[config.mk]
export PLATFORM = sky130hd
export DESIGN_NAME = di_term_arbiter
export DESIGN_NICKNAME = d
export VERILOG_FILES = /design/src/rtl/di_term_arbiter.sv
export SDC_FILE = /design/constraint.sdc
export NUM_CORES = 1
export LEC_CHECK = 0
export ABC_CLOCK_PERIOD_IN_PS = 3300
export CAP_MARGIN = 20
export CORE_MARGIN = 2
export CORE_UTILIZATION = 38
export CTS_CLUSTER_DIAMETER = 120
export DETAILED_ROUTE_END_ITERATION = 8
export GPL_ROUTABILITY_DRIVEN = 0
export PLACE_DENSITY = 0.92
export RECOVER_POWER = 50
export SLEW_MARGIN = 40
export SYNTH_ARGS = -nofsm -noshare
export SYNTH_HDL_FRONTEND = slang
export SYNTH_SLANG_ARGS = --single-unit
[constraint.sdc]
create_clock -name ifclk -period 3.3 [get_ports ifclk]
set_clock_uncertainty 0.05 [all_clocks]
set_input_delay 0.825 -clock ifclk [delete_from_list [all_inputs] [get_ports ifclk]]
set_output_delay 0.825 -clock ifclk [all_outputs]
set_load 0.02 [all_outputs]
[src/rtl/di_term_arbiter.sv]
// Terminal response mux and stall watchdog between HostInterface and the di_* terminals.
// A terminal that stalls too long is overridden so the FX2 transfer can still complete.
//
// state     | meaning
// ----------+-------------------------------------------------------------
// ST_IDLE   | raw terminal signals pass through; wd_cnt counts stalled cycles
// ST_FORCED | stalled ready is forced high (plus ERR_DATA on reads) until both modes drop
module di_term_arbiter #(
  parameter int                        NUM_TERMS     = 4,
  parameter logic [16*NUM_TERMS-1:0]   TERM_ADDRS    = {16'h3, 16'h2, 16'h1, 16'h0},
  parameter int                        TIMEOUT       = 1024,
  parameter logic [15:0]               ERR_DATA      = 16'hDEAD,
  parameter logic [15:0]               UNMAPPED_DATA = 16'h0000
) (
  input  logic                        ifclk,
  input  logic                        reset,
  input  logic [15:0]                 di_term_addr,
  input  logic                        di_read_mode,
  input  logic                        di_write_mode,
  input  logic                        di_read_req,
  input  logic                        di_read,
  input  logic                        di_write,
  input  logic [16*NUM_TERMS-1:0]     term_datao,
  input  logic [NUM_TERMS-1:0]        term_read_rdy,
  input  logic [NUM_TERMS-1:0]        term_write_rdy,
  output logic [15:0]                 di_reg_datao,
  output logic                        di_read_rdy,
  output logic                        di_write_rdy,
  input  logic                        clear_status,
  output logic                        timeout_flag,
  output logic [15:0]                 timeout_term,
  output logic [7:0]                  timeout_count,
  output logic                        forced
);

  localparam logic [0:0]  ST_IDLE   = 1'b0;
  localparam logic [0:0]  ST_FORCED = 1'b1;
  localparam logic [15:0] WD_LIMIT  = 16'(TIMEOUT - 1);

  logic [0:0]  state;
  logic [15:0] wd_cnt;
  logic        force_rd;
  logic        sel_hit;
  logic        raw_read_rdy;
  logic        raw_write_rdy;
  logic [15:0] raw_datao;
  logic        stall;
  logic        to_event;
  logic        unused_strobes;

  // The host strobes reach the terminals directly; this block only watches the modes.
  assign unused_strobes = ^{di_read_req, di_read, di_write};

  // Descending scan so the lowest matching slot is the last assignment and wins.
  always_comb begin
    sel_hit       = 1'b0;
    raw_read_rdy  = 1'b1;
    raw_write_rdy = 1'b1;
    raw_datao     = UNMAPPED_DATA;
    for (int i = NUM_TERMS - 1; i >= 0; i--) begin
      if (di_term_addr == TERM_ADDRS[16*i +: 16]) begin
        sel_hit       = 1'b1;
        raw_read_rdy  = term_read_rdy[i];
        raw_write_rdy = term_write_rdy[i];
        raw_datao     = term_datao[16*i +: 16];
      end
    end
  end

  assign stall    = sel_hit && ((di_read_mode && !raw_read_rdy) ||
                                (di_write_mode && !raw_write_rdy));
  assign to_event = (state == ST_IDLE) && stall && (wd_cnt == WD_LIMIT);
  assign forced   = (state == ST_FORCED);

  always_comb begin
    di_read_rdy  = raw_read_rdy;
    di_write_rdy = raw_write_rdy;
    di_reg_datao = raw_datao;
    if (forced && force_rd) begin
      di_read_rdy  = 1'b1;
      di_reg_datao = ERR_DATA;
    end else if (forced) begin
      di_write_rdy = 1'b1;
    end
  end

  always_ff @(posedge ifclk) begin
    if (reset) begin
      state         <= ST_IDLE;
      wd_cnt        <= 16'd0;
      force_rd      <= 1'b0;
      timeout_flag  <= 1'b0;
      timeout_term  <= 16'd0;
      timeout_count <= 8'd0;
    end else begin
      case (state)
        ST_IDLE: begin
          if (to_event) begin
            state    <= ST_FORCED;
            wd_cnt   <= 16'd0;
            force_rd <= di_read_mode;
          end else if (stall) begin
            wd_cnt <= wd_cnt + 16'd1;
          end else begin
            wd_cnt <= 16'd0;
          end
        end
        default: begin
          wd_cnt <= 16'd0;
          if (!di_read_mode && !di_write_mode) state <= ST_IDLE;
        end
      endcase

      if (clear_status) begin
        timeout_flag  <= 1'b0;
        timeout_term  <= 16'd0;
        timeout_count <= 8'd0;
      end
      // A timeout in the same cycle as a clear overrides it and counts as the first event.
      if (to_event) begin
        timeout_flag  <= 1'b1;
        timeout_term  <= di_term_addr;
        if (clear_status)               timeout_count <= 8'd1;
        else if (timeout_count != 8'hFF) timeout_count <= timeout_count + 8'd1;
      end
    end
  end

endmodule

# After elaboration in Yosys (flattened, before gate mapping)
# Cells that the tools add are included.
# word_totals
reg_bits	43
output_inout_bits	44
wordCells	62
# classes
n_addsub	2
n_eq_ne	5
n_mux	31
bitwise	2
n_reduce_logical	16
# op_table
operator	count
two-way mux 16 bit	7
equality test 16 x 2 -> 1 bit (second input constant)	2
two-way mux 8 bit	4
two-way mux 1 bit	20
adder 16 x 1 -> 16 bit (second input constant)	1
equality test 16 x 1 -> 1 bit (second input constant)	1
equality test 16 x 10 -> 1 bit (second input constant)	1
logical NOT 16 bit	1
adder 8 x 1 -> 8 bit (second input constant)	1
inequality test 8 bit (second input constant)	1
logical AND 1 bit	7
logical NOT 1 bit	4
OR reduction 4 bit	1
inverter 1 bit	2
AND reduction 2 bit	1
nonzero test 2 bit	1
logical OR 1 bit	1

# Longest topological paths before layout
# Gate-level depths: netlist of run 1.
# depth
ltp_word	13
depth_mapped	7
mapped_depth_nobuf	6

# Worst setup path after synthesis of run 1
# No wires, ideal clock.
# synth_timing
kind	input-to-output
startpoint	in di_term_addr[5]
endpoint	out di_reg_datao[10]
t_arrival_ns	2.302
setup_slack_ns	0.123
cell_stages	6
cell_sequence	nor4_1 -> nand2_1 -> nor2_1 -> clkbuf_1 -> nand2_1 -> nand2_1
# synth_between
elab_chain_cells	6
word_cells_on_any_way	9
# synth_rtl
item	line	rtl
from (decl)	17	input logic [15:0] di_term_addr,
equality test 16 x 2 -> 1 bit	61	if (di_term_addr == TERM_ADDRS[16*i +: 16]) begin
two-way mux 16 bit (3 in a row)	61	
two-way mux 16 bit *	61	
two-way mux 16 bit *	79	if (forced && force_rd) begin
to (decl)	26	output logic [15:0] di_reg_datao,
# Mark *: on every way between the ends. The rest lies on a longest branch, timed or not.

# Worst setup path after layout of run 1
# layout_timing
startpoint	in di_term_addr[13]
endpoint	out di_read_rdy
# layout_between
elab_chain_cells	6
word_cells_on_any_way	9
# layout_rtl
item	line	rtl
equality test 16 x 2 -> 1 bit	61	
two-way mux 1 bit (3 in a row)	61	
two-way mux 1 bit *	61	
two-way mux 1 bit *	79	
to (decl)	27	output logic di_read_rdy,
# Marks and branches as above.

==> impl_metrics.tcl, run 1 <==
set metrics [dict create \
    status "complete, no violations" \
    path_max_fanout 2 \
    synthDistinctLibCells 44 \
    track_usage 0.221 \
    dp_hpwl_um 6100 \
    fill_cells 463 \
    vias 2572 \
    clk_latency_ps 290 \
    synth-seq-area-share 0.358 \
    setup_viol 0 \
    grt_pass1_wl_um 12600 \
    required_ps 2420 \
    die-area_um2 6980 \
    routedWlPerCell_um 16.7 \
    synth_ff_type "dfxtp_1" \
    ios 140 \
    rows 28 \
    final_max_slew_viol_count 0 \
    layout_setup_ws_ps 27.7 \
    grt_max_degree 18 \
    yosys_warnings 0 \
    drc 0 \
    clock_path_buffers 2 \
    powerDensity_nw_per_um2 259 \
    drtIter0Drc 190 \
    peakVddDrop_v 0.000302 \
    synth_common_cells "dfxtp_1, nand2_1, nor2_1" \
    core_area_um2 6030 \
    fmax_ghz 0.306 \
    cts_hold_buf 0 \
    min_period_over_period 0.992 \
    p_total_mw 1.08 \
    syn_inst 252 \
    synth_area_leaders "dfxtp_1, mux4_2, and3_1" \
    grt_pass1_vias 2598 \
    cp-start-kind "input port" \
    netlist_area_um2 2400 \
    slew_headroom 0.672 \
    slowest_stage "clkdlybuf4s50_1" \
    synth_fp_nets 350 \
    yosysMostFrequentCell "dfxtp_1" \
    antenna_cells 0 \
    numClockSinks 43 \
    ys_ff_latch 43 \
    hold_viol_final 0 \
    root_buffer "clkbuf_8" \
    synthArstFlopShare 0 \
    chipWidth_um 83.6 \
    slowest_delay_ps 440 \
    path_cells "clkdlybuf4s50_1 -> nor4_4 -> buf_4 -> nand4_1 -> or3b_4 -> buf_6" \
    antenna_found_initial 0 \
    area_growth_pct 72.8 \
    postRouteAntennaNets 0 \
    wl_um 8210 \
    crit_path_end_kind "output port" \
    clkTransAtPathRegs_ps 80 \
    synth-edff-count 0 \
    dr.pass1.iters 4 \
    final.min_clock_period_ps 3270 \
    layout.nets 513 \
    portBuffers 136 \
    hold_class "reg -> reg" \
    critical_path_class "in -> out" \
    drv_cap 0 \
    synth_top_area_cell "dfxtp_1" \
    tightest_slew_ps 485 \
    initial_core_util 0.399 \
    final_layout_size_suffix_gt1_frac 0.224 \
    syn_avg_cell_area_um2 9.54 \
    cts_buffers 5 \
    die_h_um 83.6 \
    synthDominantCellAreaShare 0.358 \
    worstPathArrival_ps 2400 \
    viasPerCell 5.24 \
    overflow 0 \
    dp_slack_ps -545 \
    leakage_nw 1.81 \
    cts_tree "yes" \
    cts_max_level 2 \
]
[where the power goes]
group,switching [mW],internal (mW)
registers,0.0000000000339,0.518
clock network,0.183,0.171
logic,0.0565,0.149
[sequential cells by signal (all words and copies together), names as in the netlist]
signal         count
force_rd           1
forced             1
timeout_count      8
timeout_flag       1
timeout_term      16
wd_cnt            16
[what timing repair did]
action	4_1_cts	5_1_grt
buffers inserted	4	5
endpoints found under the setup margin	18	18
gates resized for setup	68	30
pin swaps	3	6
gates cloned	1	1
[metrics by stage]
step | utilization | std cells | setup TNS (ps) | hold slack (ps) | area, um2
finish | 0.690 | 491 | 0 | 416 | 4160
CTS | 0.689 | 485 | 0 | 420 | 4150
global route | 0.690 | 491 | -25.8 | 446 | 4160
floorplan | - | 252 | 0 | 376 | 2400
global placement | 0.660 | 472 | -7500 | 388 | 3980
detailed placement | 0.660 | 472 | -8110 | 400 | 3980
[final cells by class]
class	instances	area, um2	share of cell area
clock inverter	2	16.3	0.00391
multi-input combinational	190	1500	0.361
clock buffer	6	82.6	0.0199
inverter	6	22.5	0.00542
timing repair buffer	169	1580	0.380
sequential	43	861	0.207
tap	75	93.8	0.0226
[metal layers]
metal	share of wire	up-vias	wire length [um]	GRT usage
li1	-	1248	-	-
met2	0.52	97	4270	0.413
met4	0.031	0	258	0.0836
met3	0.064	21	524	0.0495
met5	0	-	0	0
met1	0.38	1206	3160	0.242
[cells in the final DEF (no fill, tap or decap), types with 2 or more instances in the layout]
master and n:
nor4bb_1 2, a31o_2 3, clkbuf_2 2, nand3_1 8
nand2_1 38, buf_4 26, dlymetal6s2s_1 6, buf_2 16
nand4b_1 3, inv_1 6, clkdlybuf4s50_1 85, nor4_4 3
buf_6 6, a21oi_1 4, xor2_1 8, ha_1 2
nand4_1 8, xnor2_1 6, buf_12 2, nor2_1 27
and4_1 3, o21ai_0 3, and2_1 3, nor4_1 2
dfxtp_1 43, dlygate4sd3_1 26, clkbuf_8 6, mux4_2 18
mux2i_1 2, and3_1 24, nand2_2 2, or3_1 3
[path summary, 6_finish.rpt]
check | slack (ps) | from | cells past startpoint | to
worst min register to register | 420 | wd_cnt[0]$_SDFF_PP0_ | 1 | wd_cnt[0]$_SDFF_PP0_
worst min-delay path | 420 | wd_cnt[0]$_SDFF_PP0_ | 1 | wd_cnt[0]$_SDFF_PP0_
worst max-delay path | 30 | di_term_addr[13] | 6 | di_read_rdy
worst max register to register | 1070 | wd_cnt[0]$_SDFF_PP0_ | 6 | timeout_count[0]$_SDFF_PP0_
[cell families (layout without fill, tap and decap cells)]
logic type / count (synthesis) / count (layout) / synth area share
buf+inv: 19 / 183 / 0.0395
fa+ha+maj: 2 / 2 / 0.0104
compound gates: 19 / 19 / 0.0661
mux: 20 / 20 / 0.177
xor+xnor: 14 / 14 / 0.0510
flops: 43 / 43 / 0.358
simple gates: 135 / 135 / 0.298
[critical path, delay by kind of cell]
kind | cells | cell delay, ps
and+or+nand+nor | 3 | 830
buffers and inverters | 3 | 740
Power figures use the tool's default switching activity.
==> inputs of run 2 (changes only) <==
--- a/config.mk
+++ b/config.mk
@@ -12,6 +12,7 @@
 export CTS_CLUSTER_DIAMETER = 120
 export DETAILED_ROUTE_END_ITERATION = 8
 export GPL_ROUTABILITY_DRIVEN = 0
+export GPL_TIMING_DRIVEN = 0
 export PLACE_DENSITY = 0.92
 export RECOVER_POWER = 50
 export SLEW_MARGIN = 40
==> run 2 against run 1 <==
- sequential cell count did not move
- critical path depth fell by 2
- core utilization down 3.1 points
- critical endpoint unchanged
- combinational power down 11%
- largest cell class is now multi-input combinational cells
- non-clock buffer count decreased by 14
==> impl_metrics.tcl, run 2 (same netlist as run 1, synthesis figures left out) <==
set metrics [dict create \
    worstPathArrival_ps 2380 \
    routedWlPerCell_um 17.0 \
    fmax_ghz 0.308 \
    die-area_um2 6980 \
    grt_max_degree 14 \
    fin_setup_tns_ps 0 \
    final_util 0.658 \
    vias 2558 \
    required_ps 2420 \
    clkTransAtPathRegs_ps 80 \
    numClockSinks 43 \
    rsz0062_at_grt "false" \
    overflow 0 \
    cp-start-kind "input port" \
    antenna_found_initial 0 \
    cts_buffers 5 \
    core_area_um2 6030 \
    powerDensity_nw_per_um2 269 \
    slowest_delay_ps 500 \
    grt_pass1_wl_um 12800 \
    fill_cells 457 \
    tightest_slew_ps 482 \
    postRouteAntennaNets 0 \
    dp_hpwl_um 6230 \
    portBuffers 134 \
    hold_viol_final 0 \
    cts_tree "yes" \
    path_cells "clkdlybuf4s50_1 -> mux4_2 -> or3b_2 -> buf_4" \
    wl_um 8090 \
    min_period_over_period 0.985 \
    layout_commonest_cell "clkdlybuf4s50_1" \
    grt_pass1_vias 2680 \
    clock_path_buffers 2 \
    hold_class "reg -> reg" \
    final_max_slew_viol_count 0 \
    track_usage 0.227 \
    crit_path_end_kind "output port" \
    viasPerCell 5.36 \
    status "complete, no violations" \
    whs_ps 416 \
    slew_headroom 0.677 \
    setup_viol 0 \
    root_buffer "clkbuf_8" \
    slowest_stage "mux4_2" \
    path_max_fanout 2 \
    final_cell_mix "clkdlybuf4s50_1, dfxtp_1, nand2_1, nor2_1, dlygate4sd3_1" \
    die_h_um 83.6 \
    p_total_mw 1.07 \
    drv_cap 0 \
    critical_path_class "in -> out" \
    peakVddDrop_v 0.000254 \
    dr.pass1.iters 4 \
    initial_core_util 0.399 \
    cts_max_level 2 \
    leakage_nw 1.72 \
    antenna_cells 0 \
    chipWidth_um 83.6 \
    ios 140 \
    cp_num_buf_inv 2 \
    drtIter0Drc 114 \
    drc 0 \
    final.min_clock_period_ps 3250 \
    crit_family "buffers and inverters" \
    area_growth_pct 64.9 \
    cts_hold_buf 0 \
    rows 28 \
    clk_latency_ps 300 \
    top_regs "timeout_term: 16 flops, wd_cnt: 16 flops, timeout_count: 8 flops" \
    layout.nets 499 \
    final_layout_size_suffix_gt1_frac 0.179 \
]
[run 2: cell types whose count changed in the layout (fill, tap and decap cells not counted), sizes merged]
cell           change
clkbuf            +10
dlymetal6s2s       +1
clkdlybuf4s15      +1
buf               -23
dlygate4sd2        +2
clkinv             -1
clkdlybuf4s50      -4
[run 2: where the power goes]
group	switching (mW)	internal, mW	leakage [nW]
Sequential	0.0000000000353	0.518	0.346
Clock	0.175	0.190	0.0505
Combinational	0.0507	0.134	1.32
Total	0.226	0.842	1.72
[run 2: what timing repair did]
action	in CTS	in global routing
gates cloned	0	0
pin swaps	6	5
resized for setup	88	11
setup endpoints to repair	18	18
setup buffers	6	2
[run 2: metal layers]
layer / wire, um / vias up / track usage
li1: - / 1223 / -
met1: 3040 / 1192 / 0.236
met2: 4190 / 120 / 0.422
met3: 543 / 23 / 0.0524
met4: 308 / 0 / 0.114
met5: 0 / - / 0
[run 2: cell type report]
| type | instances | area (um2) | area share |
|---|---|---|---|
| buffer | 13 | 72.6 | 0.0183 |
| clock buffer | 7 | 96.3 | 0.0243 |
| clock inverter | 1 | 7.51 | 0.00189 |
| inverter | 6 | 22.5 | 0.00568 |
| multi-input combinational | 190 | 1470 | 0.370 |
| sequential | 43 | 861 | 0.217 |
| tap | 75 | 93.8 | 0.0237 |
| timing repair buffer | 142 | 1340 | 0.339 |
[run 2: path summary, 6_finish.rpt]
| kind | startpoint | cells past startpoint | endpoint | slack (ps) |
|---|---|---|---|---|
| setup / recovery | term_read_rdy[2] | 4 | di_read_rdy | 50 |
| hold / removal | wd_cnt[0]$_SDFF_PP0_ | 1 | wd_cnt[0]$_SDFF_PP0_ | 420 |
| setup reg to reg | wd_cnt[4]$_SDFF_PP0_ | 6 | timeout_term[9]$_SDFFE_PP0P_ | 1000 |
| hold reg to reg | wd_cnt[0]$_SDFF_PP0_ | 1 | wd_cnt[0]$_SDFF_PP0_ | 420 |
[run 2: metrics by stage]
step                      cell area (um2)  std cells  setup WS [ps]
after floorplan                      2400        252            123
after global placement               3840        461          -1270
after detailed placement             3840        461          -1300
after CTS                            3970        475           1.37
after global routing                 3970        477           13.8
final                                3970        477           48.5
